**src/rtl/clk_div_seq_pkg.sv**
```systemverilog
// Shared types and defaults for the programmable clock-divider sequencer.
`timescale 1ns/1ps
package clk_div_seq_pkg;

  typedef enum logic [1:0] {
    IDLE = 2'd0,
    HIGH = 2'd1,
    LOW  = 2'd2
  } state_e;

  localparam int CNT_W_DEF       = 16;
  localparam int DEFAULT_DIV_DEF = 5;

endpackage

```
**src/rtl/clk_div_sequencer_halfperiod_counter.sv**
```systemverilog
// Loadable half-period down-counter; holds at zero so a full-scale load never wraps.
`timescale 1ns/1ps
module halfperiod_counter #(
  parameter int CNT_W = 16
) (
  input  logic             clk,
  input  logic             reset_n,
  input  logic             load_i,
  input  logic [CNT_W-1:0] load_val_i,
  output logic             zero_o
);

  logic [CNT_W-1:0] cnt_q, cnt_d;

  always_comb begin
    cnt_d = cnt_q;
    if (load_i)
      cnt_d = load_val_i;
    else if (cnt_q != '0)
      cnt_d = cnt_q - CNT_W'(1);
  end

  always_ff @(posedge clk or negedge reset_n) begin
    if (!reset_n) cnt_q <= '0;
    else          cnt_q <= cnt_d;
  end

  assign zero_o = (cnt_q == '0);

endmodule

```
**src/rtl/clk_div_sequencer.sv**
```systemverilog
// Divided clock + tick generator whose half-period is reprogrammed live,
// with new ratios applied only on period boundaries.
`timescale 1ns/1ps
module clk_div_sequencer
  import clk_div_seq_pkg::*;
#(
  parameter int CNT_W       = CNT_W_DEF,
  parameter int DEFAULT_DIV = DEFAULT_DIV_DEF
) (
  input  logic             clk,
  input  logic             reset_n,
  input  logic             run,
  input  logic [CNT_W-1:0] cfg_div,
  input  logic             cfg_valid,
  output logic             cfg_ready,
  output logic             cfg_err,
  output logic             slower_clk,
  output logic             tick,
  output logic             busy
);

  state_e           state_q, state_d;
  logic [CNT_W-1:0] cur_q, cur_d;
  logic [CNT_W-1:0] pend_q, pend_d;
  logic             pend_vld_q, pend_vld_d;
  logic             ready_q, ready_d;
  logic             err_q, err_d;
  logic             sclk_q, sclk_d;
  logic             tick_q, tick_d;

  logic             cnt_load;
  logic [CNT_W-1:0] cnt_load_val;
  logic             cnt_zero;
  logic             boundary;
  logic             apply_pend;
  logic             accept;
  logic [CNT_W-1:0] div_eff;

  halfperiod_counter #(.CNT_W(CNT_W)) u_cnt (
    .clk        (clk),
    .reset_n    (reset_n),
    .load_i     (cnt_load),
    .load_val_i (cnt_load_val),
    .zero_o     (cnt_zero)
  );

  always_comb begin
    state_d    = state_q;
    cur_d      = cur_q;
    pend_d     = pend_q;
    pend_vld_d = pend_vld_q;
    err_d      = 1'b0;
    cnt_load   = 1'b0;

    // A pending ratio is promoted at a boundary and already sizes the HIGH
    // phase that starts there, so the load value sees it in the same cycle.
    boundary     = (state_q == IDLE) || ((state_q == LOW) && cnt_zero);
    apply_pend   = boundary && pend_vld_q;
    div_eff      = apply_pend ? pend_q : cur_q;
    cnt_load_val = div_eff - CNT_W'(1);

    if (apply_pend) begin
      cur_d      = pend_q;
      pend_vld_d = 1'b0;
    end

    unique case (state_q)
      IDLE: if (run) begin
        state_d  = HIGH;
        cnt_load = 1'b1;
      end
      HIGH: if (cnt_zero) begin
        state_d  = LOW;
        cnt_load = 1'b1;
      end
      LOW: if (cnt_zero) begin
        state_d  = run ? HIGH : IDLE;
        cnt_load = 1'b1;
      end
      default: state_d = IDLE;
    endcase

    // ready is a flop, so this never depends on cfg_valid combinationally
    accept = cfg_valid && ready_q;
    if (accept) begin
      if (cfg_div == '0) begin
        err_d = 1'b1;
      end else begin
        pend_d     = cfg_div;
        pend_vld_d = 1'b1;
      end
    end

    ready_d = !pend_vld_d;
    sclk_d  = (state_d == HIGH);
    tick_d  = (state_d == HIGH) && (state_q != HIGH);
  end

  always_ff @(posedge clk or negedge reset_n) begin
    if (!reset_n) begin
      state_q    <= IDLE;
      cur_q      <= CNT_W'(DEFAULT_DIV);
      pend_q     <= '0;
      pend_vld_q <= 1'b0;
      ready_q    <= 1'b1;
      err_q      <= 1'b0;
      sclk_q     <= 1'b0;
      tick_q     <= 1'b0;
    end else begin
      state_q    <= state_d;
      cur_q      <= cur_d;
      pend_q     <= pend_d;
      pend_vld_q <= pend_vld_d;
      ready_q    <= ready_d;
      err_q      <= err_d;
      sclk_q     <= sclk_d;
      tick_q     <= tick_d;
    end
  end

  assign cfg_ready  = ready_q;
  assign cfg_err    = err_q;
  assign slower_clk = sclk_q;
  assign tick       = tick_q;
  assign busy       = pend_vld_q;

endmodule
```
**config.mk**
```make
export PLATFORM = sky130hd
export DESIGN_NAME = clk_div_sequencer
export DESIGN_NICKNAME = d
export VERILOG_FILES = /design/src/rtl/clk_div_seq_pkg.sv /design/src/rtl/clk_div_sequencer_halfperiod_counter.sv /design/src/rtl/clk_div_sequencer.sv
export SDC_FILE = /design/constraint.sdc
export NUM_CORES = 1
export LEC_CHECK = 0
export CAP_MARGIN = 20
export CORE_UTILIZATION = 55
export CTS_BUF_LIST = sky130_fd_sc_hd__clkbuf_8
export CTS_CLUSTER_DIAMETER = 80
export DETAILED_ROUTE_END_ITERATION = 6
export MAX_ROUTING_LAYER = met4
export PLACE_DENSITY = 0.76
export SLEW_MARGIN = 20
export SYNTH_ARGS = -nofsm -noshare
export SYNTH_HDL_FRONTEND = slang
export SYNTH_SLANG_ARGS = --single-unit
```
**constraint.sdc**
```tcl
create_clock -name clk -period 4.7 [get_ports clk]
set_input_delay 1.41 -clock clk [delete_from_list [all_inputs] [get_ports clk]]
set_output_delay 1.41 -clock clk [all_outputs]
set_load 0.01 [all_outputs]
```
# Yosys cells after proc, flatten, opt, wreduce, memory -nomap -nowiden
# Index checks and enable logic that the tools add are counted.
# op_classes
add_sub_neg	2
eq_ne	4
muxes	16
bitwise_logic	1
n_reduce_logical	13
# op_table
op	n
16-bit two-way mux	3
16-bit logical NOT	2
16-bit by 1-bit subtractor with 16-bit output (second input constant)	2
16-bit nonzero test	1
1-bit two-way mux	8
2-bit two-way mux	3
2-bit case mux with 3 select lines	1
2-bit by 1-bit equality test with 1-bit output (second input constant)	2
1-bit logical AND	4
2-bit equality test (second input constant)	1
2-bit logical NOT	1
2-bit by 1-bit inequality test with 1-bit output (second input constant)	1
1-bit case mux with 2 select lines	1
2-bit AND reduction	1
2-bit nonzero test	1
2-bit OR reduction	1
1-bit logical NOT	1
1-bit logical OR	1
1-bit inverter	1
# word_totals
ff_bits	55
inputBits	20
out_inout_bits	5
wordCells	45

# Depth between registers and ports, before layout
# logic_depth
depth_word	8
mapped_depth	13

# Cells and area by module
# A second synthesis with hierarchy kept.
# hier_totals
hier_cells	306
hier_area_um2	3066.7
# by_module_without_submodules
module	instances	cells_each	area_per_inst_um2	seq_area_each_um2
clk_div_sequencer	1	199	2067.0	979.7
halfperiod_counter	1	107	999.7	400.4

# Worst setup path before layout
# OpenSTA, ideal clock, no wires.
# synth_timing
path_type	input to register
start	input port run
end	register u_cnt.cnt_q[10]
t_arrival_ns	3.645
required_ns	4.629
setup_slack_ns	0.984
path_stages	10
cell_sequence	nand2_1 -> or2_2 -> o21ai_4 -> buf_2 -> clkbuf_1 -> mux2i_1 -> ha_1 -> o211ai_2 -> or4_1 -> nand4_1
# synth_between
elab_chain_cells	3
# synth_lines
item	line_no	rtl
from (decl)	clk_div_sequencer.sv:12	input logic run,
1-bit two-way mux *	clk_div_sequencer.sv:68	IDLE: if (run) begin
1-bit case mux with 2 select lines *	clk_div_sequencer.sv:67	unique case (state_q)
16-bit two-way mux / 2-bit nonzero test (equally long branches)	--	
to (signal assigned)	clk_div_sequencer_halfperiod_counter.sv:25	else cnt_q <= cnt_d;
to (decl)	clk_div_sequencer_halfperiod_counter.sv:13	logic [CNT_W-1:0] cnt_q, cnt_d;
# Mark *: on every way between the ends. The rest lies on a longest branch, timed or not.
# A chain may end at the register's enable or synchronous reset.

# Final worst setup path
# layout_timing
start	input port run
end	register u_cnt.cnt_q[13]
# The elaborated chain is that of the path after synthesis.

==> results by group <==
Route
  • Routed Antenna Nets: 0
  • Met3 Routed Length: 396 microns
  • M1 WL: around 3.3 mm
  • Via density: about 6.5
  • First drt pass iteration count: 5
  • Met2 wire len: around 3.7 mm
  • DR vias: about 2,600
  • DRC Markers: 0
  • Max layer used: met4
  • Drt first-iter violations: 348
  • Post-DR wirelength/cell: 18.8 microns
  • Routed WL: between 7 and 8 mm

Yosys
  • Compound-Gate Fraction of Synth Area: a little under a fifth
  • Area share of fa/ha/maj cells after synthesis: between 2 and 2.5%
  • #FFs+latches synth: 55
  • Commonest cells post-synth: dfrtp_1, nand2_1, nor2_1
  • Sequential element share of the synthesized area: around 44%
  • Largest family of logic cells by synthesized area: simple AND/OR/NAND/NOR gates
  • Count leader, synth: dfrtp_1
  • Post-Syn Instances: slightly above 300
  • Count of cell types in the netlist: between 50 and 60
  • Top post-synthesis cells by area: dfrtp_1, mux2_2, nand2_1, mux2i_1, nor2_1
  • EDFF count, synth: 0
  • Mux cell area share after synthesis: a little under an eighth
  • FFs w/ async S/R, synth: 100%
  • Avg Cell Area, Syn: 10.0 sq um
  • Syn nets: 335
  • Dominant synthesized flop cell: dfrtp_1
  • Post-Syn Area: a little over 3000 sq um
  • Synth Area in XOR/XNOR: 1.41%
  • Top cell type's share of synthesized area: a little over two fifths
  • Post-synth top area cell: dfrtp_1
  • Synth Area in Simple Gates: roughly a fifth
  • YS warnings: 0

Worst setup path
  • Worst R2R Setup Slack: between 0.9 and 1 ns
  • Worst EP required: roughly 4.9 ns
  • CP Launch Type: input port
  • Crit path kind: input port to flip-flop
  • Worst r2r src: u_cnt.cnt_q[1]
  • CP max stage cell: a21oi_1
  • Critical path arrival: around 4 ns
  • Crit-path most repeated cell: a21oi_1
  • Critical path capture point: u_cnt.cnt_q[13]
  • RR Endpoint: u_cnt.cnt_q[10]
  • Worst path cell trace: clkdlybuf4s50_1 > nand2_1 > nor2_1 > a21oi_1 > a21oi_1 > a221o_1 > nor3_1 > mux2_1
  • CP max stage delay: between 0.8 and 0.9 ns
  • CP Capture Type: flip-flop
  • CP startpoint: run
  • Max Fanout on Critical Path: 14
  • Worst R2R Path Depth: 8

CTS
  • # clock sinks: 55
  • Root Driver: clkbuf_8
  • Worst-path clk slew: 0.11 ns
  • PostCTS Resize Cnt: 0
  • Post-CTS Setup Bufs: 0
  • Worst-case clock buffer depth: 2
  • Num CTS Buffers: 5
  • Clk Latency, worst-skew pair: 0.32 ns
  • Hold_buf cts: 0
  • CTS tree: built
  • CTS H-tree lvls: 2

Cells and area
  • Share of layout cells above drive strength 1: 15.8%
  • Antenna diode instance count: 0
  • Filler cells: 423
  • Area delta synth->final: 13.3%
  • Area of the multi-input gates: 1650 sq um
  • Sequential Area: around 1400 sq um
  • Final core utilization: between 60 and 70%
  • # nets final: about 360
  • Final Cell Area: approximately 3500 sq um
  • Fin cells: 405

Placed design
  • RePlAce Congestion: about 0.92
  • Final HPWL DP: ~5.6 mm
  • Setup WS pre-CTS: 0.619 ns
  • Placed inst area: 3410 sq um
  • Buffers on Ports: 24
  • Cell count after placement: ~400

GRT
  • Largest net degree at the start of global routing: 32
  • Total grt overflow: 0
  • First-pass GRT wire length: roughly 13 mm
  • Initial antenna violation count: 0
  • Vias in the first global route: around 2,600
  • Total GRT Usage: between 20 and 30%

Pwr
  • Gate power share: a little over a tenth
  • P_sw: approximately 260 uW
  • Clock power frac: between 20% and 30%
  • Flop pwr share: between 50 and 60%
  • Static leakage: around 1.4 nW
  • Peak supply drop: approximately 0.32 mV
  • PwrDens: 277 nW/um^2
  • Total power: 975 uW
  • Switch share: 27.0%
  • Int Power: a little over 700 uW

Timing
  • Setup TNS: 0 ns
  • Worst Setup Slack, final: approximately 0.9 ns
  • Tmin final: roughly 3.8 ns
  • Hold Slack: just under 0.5 ns
  • Final worst path period share: between 80 and 90%
  • Final hold vios: 0
  • Pins Over Slew Limit: 0
  • Rel. slew slack: 31.3%
  • Unrepaired setup endpoints after global routing: no
  • Tightest Pin Transition: 1.03 ns
  • Clock Skews: ~0.010 ns
  • Fmax: 0.265 GHz
  • Setup violators final: 0

Die
  • Top Ports: 25
  • Initial Utilization: around three fifths
  • Row cnt: 26
  • Die area: just under 6000 sq um
  • Die X: 77.1 microns
  • Die Height: 77.1 microns
  • Core area: between 5000 and 6000 sq um

Status
  • Outcome: finished clean

Run
  • Max_cap viols: 0

Worst hold path
  • Worst hold path class: flip-flop to flip-flop
-- power by group through the flow --
stage          Combinational [mW]  Sequential [mW]  Clock (mW)
2_1_floorplan              0.0593            0.568           0
3_3_place_gp               0.0973            0.587           0
3_5_place_dp                0.101            0.591           0
4_1_cts                     0.102            0.580       0.295
5_1_grt                     0.112            0.588       0.313
6_report                    0.101            0.582       0.292
-- layer usage --
| layer | track usage (%) | vias up |
|---|---|---|
| met3 | 5.00 | 18 |
| met5 | - | - |
| met2 | 46.1 | 81 |
| met4 | 11.9 | 0 |
| met1 | 36.8 | 1310 |
| li1 | - | 1225 |
-- placed cells by master, fill, tap and decap left out, types with 7 or more instances in the layout --
cell,instances
clkdlybuf4s50_1,23
nand2_1,34
nor4_1,7
nand3_1,7
mux2i_1,10
nor2_1,23
dfrtp_1,52
a21oi_1,13
o21ai_0,11
mux2_2,22
a31oi_1,9
nor3_1,7
or4_1,8
-- flip-flops by register name, summed over array words and instances, names as in the netlist, 2 cells and up --
register / flops
pend_q: 16
cur_q: 16
u_cnt.cnt_q: 16
state_q: 2
-- worst min path at each step --
| stage | start | to | slack [ns] | cells after the start |
|---|---|---|---|---|
| floorplan | cur_q[0] | cur_q[0] | 0.45 | 2 |
| global placement | cur_q[0] | cur_q[0] | 0.48 | 2 |
| CTS | cur_q[0] | cur_q[0] | 0.50 | 2 |
| global route | cur_q[0] | cur_q[0] | 0.52 | 2 |
| finish | cur_q[0] | cur_q[0] | 0.49 | 2 |
| detailed placement | cur_q[0] | cur_q[0] | 0.48 | 2 |
-- layout make-up --
class	instances	share of cell area [%]
multi-input cells	238	47.1
repair buffers	29	7.76
clock inverters	2	0.499
well taps	70	2.49
clock buffers	6	2.35
inverters	5	0.534
flip-flops and latches	55	39.3
-- worst max-delay path, delay by kind of cell --
kind / cells / cell delay [ns]
AND/OR/NAND/NOR: 3 / 0.38
multiplexers: 1 / 0.35
buffers and inverters: 1 / 0.45
AO/OA/AOI/OAI: 3 / 1.39
-- logic make-up (layout without fill, tap and decap cells) --
group	count (synthesis)	after routing
simple gates	114	114
mux	33	33
flops	55	55
buf+inv	17	42
xor+xnor	5	5
compound gates	81	81
fa+ha+maj	5	5
(Power assumes the default switching activity.)
==> edit: new RTL, same settings <==
The package constant `CNT_W_DEF` goes from 16 to 24.
--- a/src/rtl/clk_div_seq_pkg.sv
+++ b/src/rtl/clk_div_seq_pkg.sv
@@ -8,7 +8,7 @@
     LOW  = 2'd2
   } state_e;
 
-  localparam int CNT_W_DEF       = 16;
+  localparam int CNT_W_DEF       = 24;
   localparam int DEFAULT_DIV_DEF = 5;
 
 endpackage
Interface: changed (resized cfg_div); port bits go from 25 to 33. The function was not compared with the original's and may differ.
==> edit against the unedited design <==
Non-clock buffer count rose by 13; combinational power fell by 58%; synthesized area rose by 38%; sequential cell count rose by 24; routed wire length rose by 33%; design area rose by 42%; via count rose by 30%; setup slack got worse by 0.054 ns; critical path type is now flip-flop to flip-flop; cell count rose by 40%; first-iteration DRC count fell by 22%; critical path depth rose by 2; power rose by 32%; utilization rose by 0.48 points.
==> edit: results (changes against the unedited design) <==
| Metric | Value |
|---|---|
| Status | finished clean |
| Worst setup slack before clock tree synthesis | 0.757 ns (+0.139 ns) |
| Leakage dissipation | 2.33 nW (+63%) |
| Slowest cell on the critical path | sky130_fd_sc_hd__o21a_1 |
| Part of the total power dissipated in the clock network | 0.439 (+0.140) |
| Maximum number of pins on one net before global-route repair | 80 (+150%) |
| Sum of met3 wire segment lengths after detailed routing | 567 um (+43%) |
| Startpoint Class | flip-flop |
| First-pass GRT wire length | 17,000 um (+31%) |
| Worst slew pin tran | 0.935 ns (-0.0955 ns) |
| Number of distinct library cells after synthesis | 56 (-3.4%) |
| Clock Skews | 0.00832 ns (-0.00197 ns) |
| Clock-pin slew of the registers on the worst-case setup and hold paths | 0.08 ns (-0.03 ns) |
| Internal power of the cells | 1.00 mW (+41%) |
| TritonCTS Buffers | 9 (+4) |
| Routed wire length on met2 | 4580 um (+24%) |
| Instance count of the mapped netlist | 426 (+37%) |
| Crit path arrival time | 4.07 ns (+0.08 ns) |
| Max H-tree Level | 3 (+1) |
| Via count of the routed design | 3,428 (+30%) |
| Placement Cell Area | 0.00473 mm2 (+39%) |
| Largest stage delay on the critical path | 0.78 ns (-0.03 ns) |
| Post-DP HPWL | 7250 um (+30%) |
| Worst IR drop on VDD | 0.168 mV (-48%) |
| Met1 wire length | 4720 um (+42%) |
| Start of the worst register-to-register path | state_q[0] |
| Total number of nets in the final design | 496 (+38%) |
| Depth of the worst register-to-register path | 10 (+2) |
| Leading cell types by total area after synthesis | sky130_fd_sc_hd__dfrtp_1 (44%), sky130_fd_sc_hd__mux2_2 (7.6%), sky130_fd_sc_hd__nand2_1 (5.0%), sky130_fd_sc_hd__mux2i_1 (4.2%), sky130_fd_sc_hd__nor2_1 (2.8%) |
| Comb power frac | 0.033 (-0.071) |
| Seq/Total Area, Yosys | 0.462 (+0.0175) |
| Overall track demand over capacity in global routing | 0.272 (-0.0178) |
==> edit: changes by cell type after synthesis, moves of 8 or more <==
cell	change
sky130_fd_sc_hd__xnor2_1	+9
sky130_fd_sc_hd__nor3_1	+10
sky130_fd_sc_hd__nor2_1	+9
sky130_fd_sc_hd__nand2_1	+23
sky130_fd_sc_hd__a31oi_1	-8
sky130_fd_sc_hd__mux2i_1	+8
sky130_fd_sc_hd__dfrtp_1	+24
sky130_fd_sc_hd__inv_1	+9
==> edit: worst paths after layout <==
kind / to / slack (ns)
min reg2reg: cur_q[0] / 0.51
max reg2reg: u_cnt.cnt_q[19] / 0.87
min in group asynchronous: u_cnt.cnt_q[17] / 0.98
max in group asynchronous: cfg_ready / 3.08
max: u_cnt.cnt_q[19] / 0.87
min: cur_q[0] / 0.51
==> edit: layer usage <==
layer,vias to the layer above,global-route usage
li1,1612,-
met2,120,0.410
met3,21,0.0457
met5,-,-
met4,0,0.0927
met1,1675,0.375
==> edit: final cells by class <==
class                   instances  area, um2
multi-input cells             317       2190
clock inverters                 6       93.8
repair buffers                 42        413
fillers                       579       2430
inverters                      14       52.6
well taps                      99        124
clock buffers                   9        124
flip-flops and latches         79       1980
==> edit: through the flow <==
| stage | hold slack [ns] | total power [mW] |
|---|---|---|
| after floorplan | 0.455 | 0.694 |
| after global placement | 0.491 | 0.733 |
| after detailed placement | 0.496 | 0.734 |
| after CTS | 0.510 | 1.29 |
| after global routing | 0.526 | 1.32 |
| final | 0.509 | 1.29 |
==> edit: kinds of logic after synthesis <==
family,count (synthesis),synth area share
mux,48,0.122
compound gates,75,0.124
buf+inv,30,0.0298
fa+ha+maj,5,0.0146
xor+xnor,20,0.0409
flops,79,0.462
simple gates,169,0.207
